--- config.mk ---
export PLATFORM = sky130hd
export DESIGN_NAME = argmax
export DESIGN_NICKNAME = d
export VERILOG_FILES = /design/src/rtl/wrd_pkg.sv /design/src/rtl/argmax.sv
export SDC_FILE = /design/constraint.sdc
export NUM_CORES = 1
export LEC_CHECK = 0
export CAP_MARGIN = 15
export CORE_AREA = 2 2 66 68
export CTS_CLUSTER_SIZE = 12
export DETAILED_ROUTE_END_ITERATION = 16
export DIE_AREA = 0 0 68 70
export PLACE_DENSITY = 0.89
export SLEW_MARGIN = 0
export SYNTH_ARGS = -nofsm -noshare
export SYNTH_HDL_FRONTEND = slang
export SYNTH_SLANG_ARGS = --single-unit
export TNS_END_PERCENT = 100
--- constraint.sdc ---
create_clock -name clk_i -period 4.1 [get_ports clk_i]
set_input_delay 0.82 -clock clk_i [delete_from_list [all_inputs] [get_ports clk_i]]
set_output_delay 0.82 -clock clk_i [all_outputs]
set_load 0.01 [all_outputs]
--- src/rtl/wrd_pkg.sv ---
// Shared definitions for the word-recognition decision path: FC output geometry
// and the argmax controller states.
package wrd_pkg;

    localparam int FC_NUM_CLASSES = 3;
    localparam int FC_I_BW        = 24;
    localparam int FC_IDX_BW      = $clog2(FC_NUM_CLASSES);

    typedef enum logic {
        ACCUM = 1'b0,
        OUT   = 1'b1
    } argmax_state_t;

endpackage

--- src/rtl/argmax.sv ---
// Picks the index of the largest signed FC score in each framed stream of
// scores and hands one class index per frame to the wake stage.
module argmax
    import wrd_pkg::*;
#(
    parameter int I_BW        = FC_I_BW,
    parameter int NUM_CLASSES = FC_NUM_CLASSES
) (
    input  logic                      clk_i,
    input  logic                      rst_i,
    input  logic signed [I_BW-1:0]    data_i,
    input  logic                      valid_i,
    input  logic                      last_i,
    output logic                      ready_o,
    output logic [$clog2(NUM_CLASSES)-1:0] data_o,
    output logic                      valid_o,
    output logic                      last_o,
    input  logic                      ready_i,
    output logic                      err_o
);

    localparam int IDX_BW = $clog2(NUM_CLASSES);
    localparam logic [IDX_BW:0] LIMIT_CNT = (IDX_BW+1)'(NUM_CLASSES - 1);

    argmax_state_t          r_state;
    logic [IDX_BW:0]        r_count;
    logic signed [I_BW-1:0] r_max;
    logic [IDX_BW-1:0]      r_idx;
    logic [IDX_BW-1:0]      r_data;
    logic                   r_valid;
    logic                   r_err;

    logic                   w_take;
    logic                   w_at_limit;
    logic                   w_frame_end;
    logic                   w_len_err;
    logic [IDX_BW-1:0]      w_count_idx;
    logic [IDX_BW-1:0]      w_win;

    // Strict greater-than keeps the lower index on ties; the first beat always seeds.
    assign w_count_idx = r_count[IDX_BW-1:0];
    assign w_take      = (r_count == '0) || (data_i > r_max);
    assign w_win       = w_take ? w_count_idx : r_idx;
    assign w_at_limit  = (r_count == LIMIT_CNT);
    assign w_frame_end = last_i || w_at_limit;
    assign w_len_err   = last_i ^ w_at_limit;

    assign ready_o = (r_state == ACCUM) && !rst_i;
    assign data_o  = r_data;
    assign valid_o = r_valid;
    assign last_o  = r_valid;
    assign err_o   = r_err;

    always_ff @(posedge clk_i) begin
        if (rst_i) begin
            r_state <= ACCUM;
            r_count <= '0;
            r_max   <= '0;
            r_idx   <= '0;
            r_data  <= '0;
            r_valid <= 1'b0;
            r_err   <= 1'b0;
        end else begin
            r_err <= 1'b0;
            case (r_state)
                ACCUM: begin
                    if (valid_i) begin
                        if (w_take) begin
                            r_max <= data_i;
                            r_idx <= w_count_idx;
                        end
                        if (w_frame_end) begin
                            r_data  <= w_win;
                            r_valid <= 1'b1;
                            r_err   <= w_len_err;
                            r_count <= '0;
                            r_state <= OUT;
                        end else begin
                            r_count <= r_count + 1'b1;
                        end
                    end
                end
                OUT: begin
                    if (ready_i) begin
                        r_valid <= 1'b0;
                        r_state <= ACCUM;
                    end
                end
                default: r_state <= ACCUM;
            endcase
        end
    end

endmodule

* After elaboration in Yosys (flattened, before gate mapping) *
Index checks and enable logic that the tools add are counted.

operators by class
  $add $sub $neg = 1
  multipliers = 0
  div/mod/pow operators = 0
  $lt $le $gt $ge = 1
  equality and inequality tests = 4
  shifts and indexed selects = 0
  multiplexer cells = 10
  bitwise logic cells = 4
  reduce and logical (&&, ||, !) cells = 10

operators with widths
  cell                   number
  $gt A24 B24 Y1         1
  $reduce_and A3 Y1      3
  $mux W1                6
  $ne A2 B2 Y1 const B   3
  $pmux W1 S2            2
  $reduce_or A4 Y1       1
  $add A3 B1 Y3 const B  1
  $eq A3 B2 Y1 const B   1
  $logic_not A3 Y1       1
  $mux W3                1
  $not A1 Y1             3
  $logic_or A1 B1 Y1     2
  $mux W2                1
  $reduce_and A2 Y1      1
  $logic_and A1 B1 Y1    1
  $logic_not A1 Y1       1
  $xor A1 B1 Y1          1

storage, ports and cells
  register bits after elaboration = 34
  latch bits = 0
  RAM bits = 0
  ROM bits = 0
  input bits = 29
  memories kept = 0

* Depth between registers and ports, before layout *
  word-level depth = 5
  gate-level depth with buffers = 11
  mapped depth without buffers = 9

* Least setup slack after synthesis *
OpenSTA, ideal clock, no wires.

  path kind = input port to flip-flop
  start = input port data_i[23]
  end = register r_idx[0]
  library setup time = 0.072 ns
  arrival = 2.832 ns
  data required time = 4.028 ns
  slack = 1.196 ns
  cell stages on the path = 10
  buffers on the path = 2
  path through = ha_1 nand4_2 nor4_2 nand2_1 o211a_1 a211oi_4 and2_4 buf_12 buf_12 mux2i_1

on the way
  word-level cells in the longest chain between the ends = 3

RTL lines
  element               RTL line      text
  from (decl)           argmax.sv:11  input logic signed [I_BW-1:0] data_i,
  $gt A24 B24 Y1        argmax.sv:42  assign w_take = (r_count == '0) || (data_i > r_max);
  $logic_or A1 B1 Y1    argmax.sv:42
  $mux W2               -
  to (signal assigned)  argmax.sv:70  r_idx <= w_count_idx;
  to (decl)             argmax.sv:28  logic [IDX_BW-1:0] r_idx;

Every way passes these cells.
A chain may end at the register's enable or synchronous reset.

* Final worst setup path *
  start = input port data_i[23]
  end = register r_max[3]

on the way
  word-level cells in the longest chain between the ends = 3

RTL lines
  element                      RTL line      text
  $gt A24 B24 Y1               argmax.sv:42
  $logic_or A1 B1 Y1           argmax.sv:42
  $reduce_and A3 Y1 (no line)  -
  to (signal assigned)         argmax.sv:69  r_max <= data_i;
  to (decl)                    argmax.sv:27  logic signed [I_BW-1:0] r_max;

Every way passes these cells.

==> results summary <==
The total I/O pin count came out at 35. The net count of the finished layout is 338. The number of storage elements in the synthesis netlist came out at 34.

The top-area cell type share of the netlist area is between 30% and 40%. The total setup buffers inserted after CTS came out at 0. The setup path with the least slack is of type in2reg. The average detailed-routed wire length per instance is between 10 and 15 um. The summed instance area of the synthesized netlist is about 2300 um^2.

The number of nets in the synthesized netlist is 306. Clock skew on the completed layout was measured at 0.0101 ns. The distinct cell type count after synthesis is 37. The maximum clock frequency came out at 284 MHz. The final wirelength came out at 4270 um. The die is 70 um tall.

IR analysis of the VDD net gives a maximum drop of around 0.00015 V. STA classifies the critical path startpoint as an input pin. The number of hold violations in the final report came out at 0. The routability congestion estimate is slightly below 0.9. The number of instances in the synthesized netlist is 249. The path class of the tightest hold or removal check is reg2reg. The minimum clock period after layout is 3.53 ns.

The clock slew at the register clock pins of the worst setup and hold paths came out at 0.07 ns. The relative max-transition margin is 53.9%. The share of the clock period used by the worst path came out at 86.0%. The first-iteration detailed-routing DRC count came out at 91.

The per-instance average area after synthesis came out at 9.10 um^2. The most common cell after layout, fill and taps aside is sky130_fd_sc_hd__nand2b_1. The overall via count from detail_route is 1,723. The number of remaining DRC errors is 0.

The final count of pins violating max slew came to 0. The core outline area came out at 4140 um^2. The die extent in x is 68 um. The endpoint arrival time on the critical path is 3.72 ns.

The cell taking the most area after synthesis is sky130_fd_sc_hd__dfxtp_1. Buffers placed on the I/O ports in this run total 34. In this run the clock root is driven by a sky130_fd_sc_hd__clkbuf_8. The maximum clock path buffer count is 2.

For this run, the number of Yosys warnings is 0. After synthesis, the cell types taking the most area are sky130_fd_sc_hd__dfxtp_1 (30%), sky130_fd_sc_hd__ha_1 (15%), sky130_fd_sc_hd__nand2b_1 (15%). The critical path endpoint category is a flop. The power per unit of standard cell area is ~300 nW/um^2.

The number of buffers created by CTS is 5. The first-pass GRT wire length came out at 7120 um. The analysis attributes to cell leakage a power of 1.10 nW. Setup repair after global routing left no endpoint under its margin. The post-cts resize count is 0.

In this run, post-CTS hold repair placed 0 buffers. The largest net degree at the start of global routing came out at 61. The peak fanout along the critical path is 26. The TritonCTS sink count came out at 34. The placed wire-length estimate is 3070 um.

The diode insertion count for antenna repair came out at 0. The synthesis-to-layout area growth is 18.3%. The run finished with clean final reports. The number of global-route vias before repair is ~1.7k. The number of H-tree levels came out at 2.

The layout cell share with drive strength beyond 1 came out at between 7 and 8%. The setup total negative slack came out at 0 ns. The setup-violating endpoint count in the final report is 0. The post-detailed-route count of antenna-violating nets came out at 0. The max-cap check violation count came out at 0. TritonCTS built the clock tree. The number of antenna violations at the first check in global routing is 0.

For the worst setup path, the data required time is 4.30 ns. The remaining global-route overflow is 0. The actual transition at the worst max-transition pin came out at 0.674 ns. The aggregate global-route resource usage is 19.3%. The overall power consumption came out at ~0.00081 W. The share of synthesized area occupied by flip-flops and latches came out at 30.0%. After detailed routing, the number of vias per cell comes to 5.16. The die covers roughly 4800 um^2.

In the layout the commonest cells are sky130_fd_sc_hd__nand2b_1 (56), sky130_fd_sc_hd__dfxtp_1 (34), sky130_fd_sc_hd__clkdlybuf4s50_1 (34). The number of iterations in the first detailed-routing pass is 4. The row count is 24.

For this configuration, the core starts out at a cell density of 54.7%. The clock insertion delay at the later pin of the skew report is about 0.29 ns.
power breakdown:
part	total [W]	internal, W	switching (W)
combinational	0.000190	0.000100	0.0000902
sequential	0.000366	0.000353	0.0000129
clock	0.000257	0.000135	0.000121
cell usage after synthesis:
library cell                number
sky130_fd_sc_hd__nor2_2          1
sky130_fd_sc_hd__a2111oi_0       1
sky130_fd_sc_hd__nand3_1         2
sky130_fd_sc_hd__buf_4           1
sky130_fd_sc_hd__inv_1          29
sky130_fd_sc_hd__a221oi_1        1
sky130_fd_sc_hd__dfxtp_1        34
sky130_fd_sc_hd__nand4_2         2
sky130_fd_sc_hd__o311a_2         1
sky130_fd_sc_hd__buf_12          3
sky130_fd_sc_hd__o2bb2ai_1       1
sky130_fd_sc_hd__o31a_2          2
sky130_fd_sc_hd__and2b_1         1
sky130_fd_sc_hd__a211oi_1        2
sky130_fd_sc_hd__or2b_2          1
sky130_fd_sc_hd__a21oi_1        13
sky130_fd_sc_hd__mux2i_1        26
sky130_fd_sc_hd__and2_2          1
sky130_fd_sc_hd__nand4b_1        1
sky130_fd_sc_hd__a21o_1          1
sky130_fd_sc_hd__nand4_1         3
sky130_fd_sc_hd__clkbuf_1        6
sky130_fd_sc_hd__a211oi_4        1
sky130_fd_sc_hd__nor2_1         10
sky130_fd_sc_hd__nor2b_1         1
sky130_fd_sc_hd__nand2b_1       56
sky130_fd_sc_hd__and2_4          1
sky130_fd_sc_hd__and3_1          1
sky130_fd_sc_hd__nand2_1         8
sky130_fd_sc_hd__nor3b_1         1
sky130_fd_sc_hd__ha_1           28
sky130_fd_sc_hd__a21o_2          1
sky130_fd_sc_hd__o211a_1         1
sky130_fd_sc_hd__o21a_1          1
sky130_fd_sc_hd__o21ai_0         3
sky130_fd_sc_hd__a311oi_1        2
sky130_fd_sc_hd__nor4_2          1
flip-flops by register name, summed over array words and instances (netlist names):
signal,flops
r_max,24
r_count,3
data_o,2
r_idx,2
err_o,1
last_o,1
r_state,1
final timing paths:
path | from | to | slack, ns | cells past startpoint
setup / recovery | data_i[23] | r_max[3] | 0.57 | 9
hold / removal | r_max[2] | r_max[2] | 0.47 | 2
setup reg to reg | r_max[23] | r_max[3] | 1.22 | 9
hold reg to reg | r_max[2] | r_max[2] | 0.47 | 2
logic make-up (layout without fill, tap and decap cells):
group           after synthesis  count (layout)  synth area share, %
flops                        34              34                 30.0
simple gates                 91              91                 24.4
compound gates               31              31                 9.88
mux                          26              26                 11.5
fa+ha+maj                    28              28                 15.5
buf+inv                      39              72                 8.78
layout make-up:
type	instances	area (um^2)
clock inverters	1	5.00
fillers	351	1460
well taps	52	65.1
repair buffers	35	348
inverters	29	109
multi-input cells	176	1390
flip-flops and latches	34	681
clock buffers	7	86.3
per-stage QoR:
| stage | cells | util [%] | hold WS [ns] | instance area (um^2) | setup slack (ns) |
|---|---|---|---|---|---|
| after floorplan | 249 | - | 0.449 | 2270 | 1.20 |
| after global placement | 326 | 62.5 | 0.458 | 2590 | 0.378 |
| after detailed placement | 326 | 62.5 | 0.466 | 2590 | 0.314 |
| after CTS | 334 | 64.7 | 0.475 | 2680 | 0.576 |
| after global routing | 334 | 64.7 | 0.498 | 2680 | 0.346 |
| final | 334 | 64.7 | 0.474 | 2680 | 0.574 |
critical path, stage by stage:
cell and delay, ns:
sky130_fd_sc_hd__clkdlybuf4s50_1 0.45, sky130_fd_sc_hd__ha_1 0.40, sky130_fd_sc_hd__nand4_2 0.17, sky130_fd_sc_hd__nor4_2 0.38, sky130_fd_sc_hd__nand2_1 0.12, sky130_fd_sc_hd__o211a_1 0.26
sky130_fd_sc_hd__a211oi_4 0.33, sky130_fd_sc_hd__and2_4 0.51, sky130_fd_sc_hd__mux2i_1 0.27
layer usage:
metal	GRT usage [%]	wire length, um	vias to the layer above
met2	32.3	2060	25
met4	7.33	59	0
met5	0	0	-
li1	-	-	896
met3	4.83	171	6
met1	23.4	1980	796
Note: power is estimated with default switching activity, not from simulation.
